**src/rtl/uart_cmd_pkg.sv**
```systemverilog
// uart_cmd_pkg
// Shared definitions for the UART command controller: frame FSM state
// encoding, command codes, and default header / timeout values.
package uart_cmd_pkg;

  typedef enum logic [2:0] {
    S_IDLE = 3'd0,
    S_CMD  = 3'd1,
    S_ADDR = 3'd2,
    S_DATA = 3'd3,
    S_CHK  = 3'd4
  } state_e;

  localparam logic [7:0]  CMD_WR          = 8'h01;
  localparam logic [7:0]  CMD_RD          = 8'h02;
  localparam logic [7:0]  HEADER_DEFAULT  = 8'h55;
  localparam logic [15:0] TIMEOUT_DEFAULT = 16'd50000;

  function automatic logic is_valid_cmd(input logic [7:0] cmd);
    return (cmd == CMD_WR) || (cmd == CMD_RD);
  endfunction

endpackage

```
**src/rtl/uart_cmd_timer.sv**
```systemverilog
// uart_cmd_timer
// Inter-byte timeout counter. Counts cycles of silence while enabled and
// flags expiry on the cycle that completes p_TIMEOUT silent cycles.
// Ports:
//   i_local_clk  clock
//   i_rst_n      async active-low reset
//   clear_i      clear the count (byte received or frame idle); wins over enable
//   enable_i     count while high
//   expired_o    high on the p_TIMEOUT-th consecutive silent enabled cycle
module uart_cmd_timer #(
  parameter logic [15:0] p_TIMEOUT = 16'd50000
) (
  input  logic i_local_clk,
  input  logic i_rst_n,
  input  logic clear_i,
  input  logic enable_i,
  output logic expired_o
);

  logic [15:0] cnt_q;
  logic [15:0] cnt_d;

  always_comb begin
    cnt_d = cnt_q;
    if (clear_i) begin
      cnt_d = 16'd0;
    end else if (enable_i && cnt_q != 16'hFFFF) begin
      cnt_d = cnt_q + 16'd1;
    end
  end

  always_ff @(posedge i_local_clk or negedge i_rst_n) begin
    if (!i_rst_n) begin
      cnt_q <= 16'd0;
    end else begin
      cnt_q <= cnt_d;
    end
  end

  // cnt_q holds silent cycles already elapsed, so this cycle is the last one.
  assign expired_o = enable_i && !clear_i && (cnt_q == p_TIMEOUT - 16'd1);

endmodule

```
**src/rtl/uart_cmd_ctrl.sv**
```systemverilog
// uart_cmd_ctrl
// Assembles 5-byte UART command frames (HEADER, CMD, ADDR, DATA, CHK with
// CHK = CMD ^ ADDR ^ DATA) and issues register read/write strobes.
// Ports:
//   i_local_clk, i_rst_n   clock, async active-low reset
//   i_rx_valid, i_rx_data  received byte pulse and value
//   o_wr_en, o_rd_en       one-cycle register write/read strobes
//   o_addr, o_wdata        address/data of the last accepted frame
//   o_frame_err            one-cycle pulse on a rejected frame
//   o_err_cnt              saturating count of rejected frames
//   o_busy                 frame assembly in progress
//
// state  | meaning
// S_IDLE | waiting for header byte; other bytes dropped silently
// S_CMD  | header seen, expecting command byte
// S_ADDR | expecting address byte
// S_DATA | expecting data byte
// S_CHK  | expecting checksum byte; accept or reject frame
module uart_cmd_ctrl
  import uart_cmd_pkg::*;
#(
  parameter logic [15:0] p_TIMEOUT = TIMEOUT_DEFAULT,
  parameter logic [7:0]  p_HEADER  = HEADER_DEFAULT
) (
  input  logic       i_local_clk,
  input  logic       i_rst_n,
  input  logic       i_rx_valid,
  input  logic [7:0] i_rx_data,
  output logic       o_wr_en,
  output logic       o_rd_en,
  output logic [7:0] o_addr,
  output logic [7:0] o_wdata,
  output logic       o_frame_err,
  output logic [7:0] o_err_cnt,
  output logic       o_busy
);

  state_e     state_q;
  logic [7:0] cmd_q;
  logic [7:0] addr_sh_q;
  logic [7:0] data_sh_q;
  logic [7:0] xor_q;
  logic [7:0] addr_q;
  logic [7:0] wdata_q;
  logic       wr_en_q;
  logic       rd_en_q;
  logic       frame_err_q;
  logic [7:0] err_cnt_q;
  logic [7:0] err_cnt_d;

  logic       tmr_expired;
  logic       tmr_clear;
  logic       tmr_enable;
  logic       reject_d;
  logic       accept_d;

  assign tmr_enable = (state_q != S_IDLE);
  assign tmr_clear  = i_rx_valid || (state_q == S_IDLE);

  uart_cmd_timer #(
    .p_TIMEOUT (p_TIMEOUT)
  ) u_timer (
    .i_local_clk (i_local_clk),
    .i_rst_n     (i_rst_n),
    .clear_i     (tmr_clear),
    .enable_i    (tmr_enable),
    .expired_o   (tmr_expired)
  );

  // Frame verdict for this cycle; a received byte always takes priority
  // over a coincident timeout.
  always_comb begin
    reject_d = 1'b0;
    accept_d = 1'b0;
    if (i_rx_valid) begin
      case (state_q)
        S_CMD: reject_d = !is_valid_cmd(i_rx_data);
        S_CHK: begin
          accept_d = (i_rx_data == xor_q);
          reject_d = (i_rx_data != xor_q);
        end
        default: ;
      endcase
    end else if (tmr_expired) begin
      reject_d = 1'b1;
    end
  end

  always_comb begin
    err_cnt_d = err_cnt_q;
    if (reject_d && err_cnt_q != 8'hFF) begin
      err_cnt_d = err_cnt_q + 8'd1;
    end
  end

  always_ff @(posedge i_local_clk or negedge i_rst_n) begin
    if (!i_rst_n) begin
      state_q     <= S_IDLE;
      cmd_q       <= 8'd0;
      addr_sh_q   <= 8'd0;
      data_sh_q   <= 8'd0;
      xor_q       <= 8'd0;
      addr_q      <= 8'd0;
      wdata_q     <= 8'd0;
      wr_en_q     <= 1'b0;
      rd_en_q     <= 1'b0;
      frame_err_q <= 1'b0;
      err_cnt_q   <= 8'd0;
    end else begin
      wr_en_q     <= 1'b0;
      rd_en_q     <= 1'b0;
      frame_err_q <= reject_d;
      err_cnt_q   <= err_cnt_d;
      if (i_rx_valid) begin
        case (state_q)
          S_IDLE: begin
            if (i_rx_data == p_HEADER) begin
              state_q <= S_CMD;
            end
          end
          S_CMD: begin
            if (reject_d) begin
              state_q <= S_IDLE;
            end else begin
              cmd_q   <= i_rx_data;
              xor_q   <= i_rx_data;
              state_q <= S_ADDR;
            end
          end
          S_ADDR: begin
            addr_sh_q <= i_rx_data;
            xor_q     <= xor_q ^ i_rx_data;
            state_q   <= S_DATA;
          end
          S_DATA: begin
            data_sh_q <= i_rx_data;
            xor_q     <= xor_q ^ i_rx_data;
            state_q   <= S_CHK;
          end
          S_CHK: begin
            state_q <= S_IDLE;
            if (accept_d) begin
              addr_q  <= addr_sh_q;
              wdata_q <= data_sh_q;
              wr_en_q <= (cmd_q == CMD_WR);
              rd_en_q <= (cmd_q == CMD_RD);
            end
          end
          default: state_q <= S_IDLE;
        endcase
      end else if (tmr_expired) begin
        state_q <= S_IDLE;
      end
    end
  end

  assign o_wr_en     = wr_en_q;
  assign o_rd_en     = rd_en_q;
  assign o_addr      = addr_q;
  assign o_wdata     = wdata_q;
  assign o_frame_err = frame_err_q;
  assign o_err_cnt   = err_cnt_q;
  assign o_busy      = (state_q != S_IDLE);

endmodule

```
**config.mk**
```make
export PLATFORM = sky130hd
export DESIGN_NAME = uart_cmd_ctrl
export DESIGN_NICKNAME = d
export VERILOG_FILES = /design/src/rtl/uart_cmd_pkg.sv /design/src/rtl/uart_cmd_timer.sv /design/src/rtl/uart_cmd_ctrl.sv
export SDC_FILE = /design/constraint.sdc
export NUM_CORES = 1
export LEC_CHECK = 0
export CAP_MARGIN = 20
export CELL_PAD_IN_SITES_DETAIL_PLACEMENT = 0
export CELL_PAD_IN_SITES_GLOBAL_PLACEMENT = 1
export CORE_ASPECT_RATIO = 2
export CORE_MARGIN = 10
export CORE_UTILIZATION = 50
export CTS_CLUSTER_DIAMETER = 120
export DETAILED_ROUTE_END_ITERATION = 10
export DONT_BUFFER_PORTS = 1
export PLACE_DENSITY_LB_ADDON = 0.1
export REMOVE_ABC_BUFFERS = 1
export SETUP_SLACK_MARGIN = 0.05
export SLEW_MARGIN = 20
export SYNTH_ARGS = -nofsm -noshare
export SYNTH_HDL_FRONTEND = slang
export SYNTH_SLANG_ARGS = --single-unit
export TNS_END_PERCENT = 100
```
**constraint.sdc**
```tcl
create_clock -name i_local_clk -period 3.03 [get_ports i_local_clk]
set_clock_uncertainty 0.15 [all_clocks]
set_input_delay 0.1515 -clock i_local_clk [delete_from_list [all_inputs] [get_ports i_local_clk]]
set_output_delay 0.1515 -clock i_local_clk [all_outputs]
set_load 0.02 [all_outputs]
```
[Word-level counts from Yosys, hierarchy flattened]
Index checks and enable logic that the tools add are counted.
W data, S select, Z words.
Cells by class
  add/sub/neg operators: 2
  equality and inequality tests: 16
  mux-type cells: 20
  bitwise logic cells: 2
  reductions and logical operators: 20
Operators by type and width (count)
  $mux W16: 2
  $add A16 B1 Y16 const B: 1
  $eq A16 B16 Y1 const B: 1
  $eq A8 B1 Y1 const B: 2
  $eq A8 B2 Y1 const B: 2
  $ne A16 B16 Y1 const B: 1
  $pmux W8 S2: 1
  $pmux W3 S4: 1
  $mux W1: 10
  $mux W3: 3
  $reduce_and A3 Y1: 3
  $add A8 B1 Y8 const B: 1
  $eq A8 B7 Y1 const B: 1
  $eq A8 B8 Y1: 1
  $mux W8: 1
  $ne A8 B8 Y1: 1
  $ne A8 B8 Y1 const B: 1
  $xor A8 B8 Y8: 1
  $eq A3 B2 Y1 const B: 2
  $reduce_and A2 Y1: 3
  $reduce_bool A2 Y1: 3
  $logic_and A1 B1 Y1: 4
  $eq A3 B1 Y1 const B: 1
  $eq A3 B3 Y1 const B: 1
  10 further kinds: 12
Storage, ports and cells
  register bits after elaboration: 78
  input bits: 11
  word-level logic and storage cells: 72

[Longest topological paths before layout]
  word-level depth: 10
  mapped depth: 7
  gate-level depth less buffers: 6

[Cells and area by module]
Synthesis repeated with hierarchy kept, for this count alone.
Second synthesis, totals
  cells, all modules: 313
  area total of the unflattened synthesis: 3633.5 um^2
Modules (own cells, without submodules)
  uart_cmd_ctrl: times used 1, cells each 215, area an instance 2692.6 um^2
  uart_cmd_timer: times used 1, cells each 98, area an instance 940.9 um^2

[Least setup slack after synthesis]
No wires, ideal clock.
  kind: flip-flop to flip-flop
  start: reg u_timer.cnt_q[5]
  end: reg err_cnt_q[6], in the netlist o_err_cnt[6]
  library setup time: 128 ps
  data arrival time: 1877 ps
  setup slack: 875 ps
  stages on the path, launching flop included: 6
  buffers on the path: 0
  clock period less this slack: 2155 ps
  cells stage by stage: dfrtp_1 or4_4 nor4_4 a21oi_2 a21oi_1 mux2_1
Between the ends
  longest elaborated chain between the ends: 5
RTL lines
  from (decl): RTL line uart_cmd_timer.sv:20  | logic [15:0] cnt_q;
  from (signal assigned): RTL line uart_cmd_timer.sv:36  | cnt_q <= cnt_d;
  $eq A16 B16 Y1: RTL line uart_cmd_timer.sv:41  | assign expired_o = enable_i && !clear_i && (cnt_q == p_TIMEOUT - 16'd1);
  $logic_and A1 B1 Y1: RTL line uart_cmd_timer.sv:41
  $mux W1: RTL line uart_cmd_ctrl.sv:84  | end else if (tmr_expired) begin
  $mux W1: RTL line uart_cmd_ctrl.sv:75  | if (i_rx_valid) begin
  $logic_and A1 B1 Y1: RTL line uart_cmd_ctrl.sv:91  | if (reject_d && err_cnt_q != 8'hFF) begin
  to (signal assigned): RTL line uart_cmd_ctrl.sv:113  | err_cnt_q <= err_cnt_d;
  to (decl): RTL line uart_cmd_ctrl.sv:48  | logic [7:0] err_cnt_q;
No other way between the ends.
A chain may end at the register's enable or synchronous reset.

[Final worst setup path]
Ends and elaborated chain as after synthesis.

==> impl_metrics.toml <==
[outcome]
run_status = "finished clean"

[clock_network]
clkLatencyLatePin_ps = 330
clk_pin_slew_ps = 60
cts-buffers-inserted = 9
cts_buffer_depth = 2
cts_setup_buffers = 0
h-tree-depth = 3
cts_root_buf = "clkbuf_16"
clock_sink_count = 78
cts_tree = "built"

[critical_path]
cp.arrival_ps = 2320
critical_path_required_ps = 3090
cp_max_fo = 8
end_kind = "flop"
crit_path_end = "o_err_cnt[6]"
crit_type = "flop to flop"
r2r-start = "u_timer.cnt_q[5]"
ff2ff_path_depth = 5
reg2reg_to = "o_err_cnt[6]"
r2r_slack_ps = 780
startpoint_type = "flop"
setup.worst_path.start = "u_timer.cnt_q[5]"

[place]
dp_hpwl_um = 5510
place_area_um2 = 3670
place.gp.congestion = 0.872
port_buffers = 0

[die]
die_area_um2 = 11200
num_rows = 43
die_y_um = 140
core-area_um2 = 6990
initial_utilization_pct = 51.4
die_x_um = 80.0
io_pins = 39

[timing]
max_freq_ghz = 0.444
min_period_ps = 2250
maxSlewHeadroom_pct = 43.8
finalSetupViolCount = 0
grt_setup_unrepaired = "false"
fin_crit_sh_pct = 74.4
setup-tns-final_ps = 0
tightest_slew_ps = 841
whs_ps = 33.1
final_hold_viol_count = 0
finalMaxSlewViolations = 0

[yosys]
yosys.area_share.xor_xnor_pct = 7.30
synthAdderAreaFrac_pct = 0.695
synth_compound_area_share_pct = 6.99
synth_top_family_by_area = "simple AND/OR/NAND/NOR gates"
avgSynthCellArea_um2 = 11.4
synth_edf_count = 0
synthFlopType = "dfrtp_1"
ys_ff_latch = 78
ys_async_sr_fraction_pct = 100
ys_seq_area_share_pct = 54.2
syn_inst = 316
netlist_area_um2 = 3600
ys_warn_count = 0
synthSimpleGateAreaFrac_pct = 18.1
synth_cell_types = 51
muxShareOfSynthArea_pct = 10.6

[global_routing]
grt_pass1_wl_um = 13200
antenna_found_initial = 0
grt_overflow = 0
grtUsageTotal_pct = 15.4
grt_pass1_vias = 2498
grt_max_degree = 79

[drt]
drt-met1-wl_um = 2950
first_iter_violations = 109
routed_wl_um = 8200
ant_nets = 0
dr_wl_met2_um = 4640
wl_per_cell_um = 19.4
vias = 2452
met3_length_um = 395
drcViolationCount = 0
dr.pass1.iters = 5
dr.max_layer_used = "met4"
via_per_inst = 5.81

[power]
p_sw_share_pct = 20.7
p_int_mw = 1.79
power_density_nw_per_um2 = 548
pwr-share-comb_pct = 2.5
p_leak_nw = 1.91
p_seq_share_pct = 46.5
switchingPower_mw = 0.467
ir_drop_v = 0.000439
pwr-share-clk_pct = 51.0

[final_layout]
n_antenna_cell = 0
fin_nets = 340
final_cell_mix = "dfrtp_1, mux2_2, nand2_1"
final_common_cell = "dfrtp_1"
final_cell_area_um2 = 4120
drive_gt1_share_pct = 19.6
area_delta_synth_final_pct = 14.4

[min_path]
hold_path_class = "input pin to flop"
holdPathStages = 3

[job]
maxCapViolations = 0
[logic make-up after synthesis]
family / after synthesis
flops: 78
simple gates: 117
compound gates: 38
xor+xnor: 30
buf+inv: 17
fa+ha+maj: 2
mux: 34
[critical path, stage by stage (launching register included)]
cell and delay, ps:
dfrtp_1 420, or4_4 560, nor4_4 300, a21oi_2 180, a21oi_1 200, mux2_1 340
[registers in the layout (all words and copies together) (netlist names)]
register	count
o_err_cnt	8
o_wr_en	1
state_q	3
o_addr	8
o_rd_en	1
cmd_q	8
addr_sh_q	8
o_frame_err	1
xor_q	8
o_wdata	8
data_sh_q	8
u_timer.cnt_q	16
[synthesized netlist by cell type (2+ instances only)]
master,number,area (um^2)
a2111oi_0,2,17.5
a21oi_1,14,70.1
a31oi_1,3,18.8
and2_1,9,56.3
and3_1,4,25.0
and3_2,2,15.0
and4b_1,2,20.0
buf_2,6,30.0
clkbuf_1,6,22.5
dfrtp_1,78,1950
ha_1,2,25.0
inv_1,4,15.0
mux2_1,2,22.5
mux2_2,32,360
nand2_1,29,109
nand2b_1,2,12.5
nand3_1,13,65.1
nand4_1,8,50.1
nor2_1,24,90.1
nor3_1,5,25.0
nor4_1,3,18.8
o21ai_0,6,30.0
o31ai_1,3,22.5
or3_1,2,12.5
xnor2_1,17,149
xor2_1,13,114
[worst min-delay path by stage]
| stage | start | end | slack (ps) |
|---|---|---|---|
| floorplan | i_rst_n | addr_sh_q[0] | -290 |
| global placement | i_rst_n | o_err_cnt[7] | -290 |
| detailed placement | i_rst_n | o_err_cnt[7] | -290 |
| CTS | i_rx_data[7] | state_q[0] | 20 |
| global route | i_rx_data[7] | state_q[0] | 60 |
| finish | i_rx_data[7] | state_q[0] | 30 |
[layer usage]
| metal | global-route usage, % | vias up |
|---|---|---|
| met5 | 0 | - |
| met4 | 7.93 | 0 |
| met3 | 3.72 | 16 |
| met2 | 28.2 | 77 |
| met1 | 15.1 | 1220 |
| li1 | - | 1139 |
[layout make-up]
type | instances | area (um^2)
Clock inverter | 7 | 95.1
Timing Repair Buffer | 13 | 143
Fill cell | 627 | 2880
Inverter | 4 | 15.0
Multi-Input combinational cell | 221 | 1570
Sequential cell | 78 | 1950
Clock buffer | 9 | 225
Tap cell | 90 | 113
[power groups by stage]
stage	Combinational, mW	Sequential, mW	Clock [mW]
4_1_cts	0.0597	1.05	1.17
3_5_place_dp	0.0155	1.07	0
5_1_grt	0.0640	1.05	1.21
2_1_floorplan	0.0126	1.07	0
3_3_place_gp	0.0149	1.07	0
6_report	0.0573	1.05	1.15
[per-stage QoR]
| step | setup WS (ps) | cells | util [%] | total power, mW |
|---|---|---|---|---|
| finish | 776 | 422 | 58.9 | 2.26 |
| global route | 533 | 422 | 58.9 | 2.32 |
| CTS | 761 | 422 | 58.9 | 2.28 |
| detailed placement | 766 | 395 | 52.5 | 1.08 |
| global placement | 793 | 395 | 52.5 | 1.08 |
| floorplan | 572 | 303 | - | 1.08 |
[repair_timing]
action                                 CTS  global route
endpoints found under the hold margin  109             0
resized for setup                        0             0
hold buffers                            11             0
No activity file was read; power rests on OpenSTA's default activity.
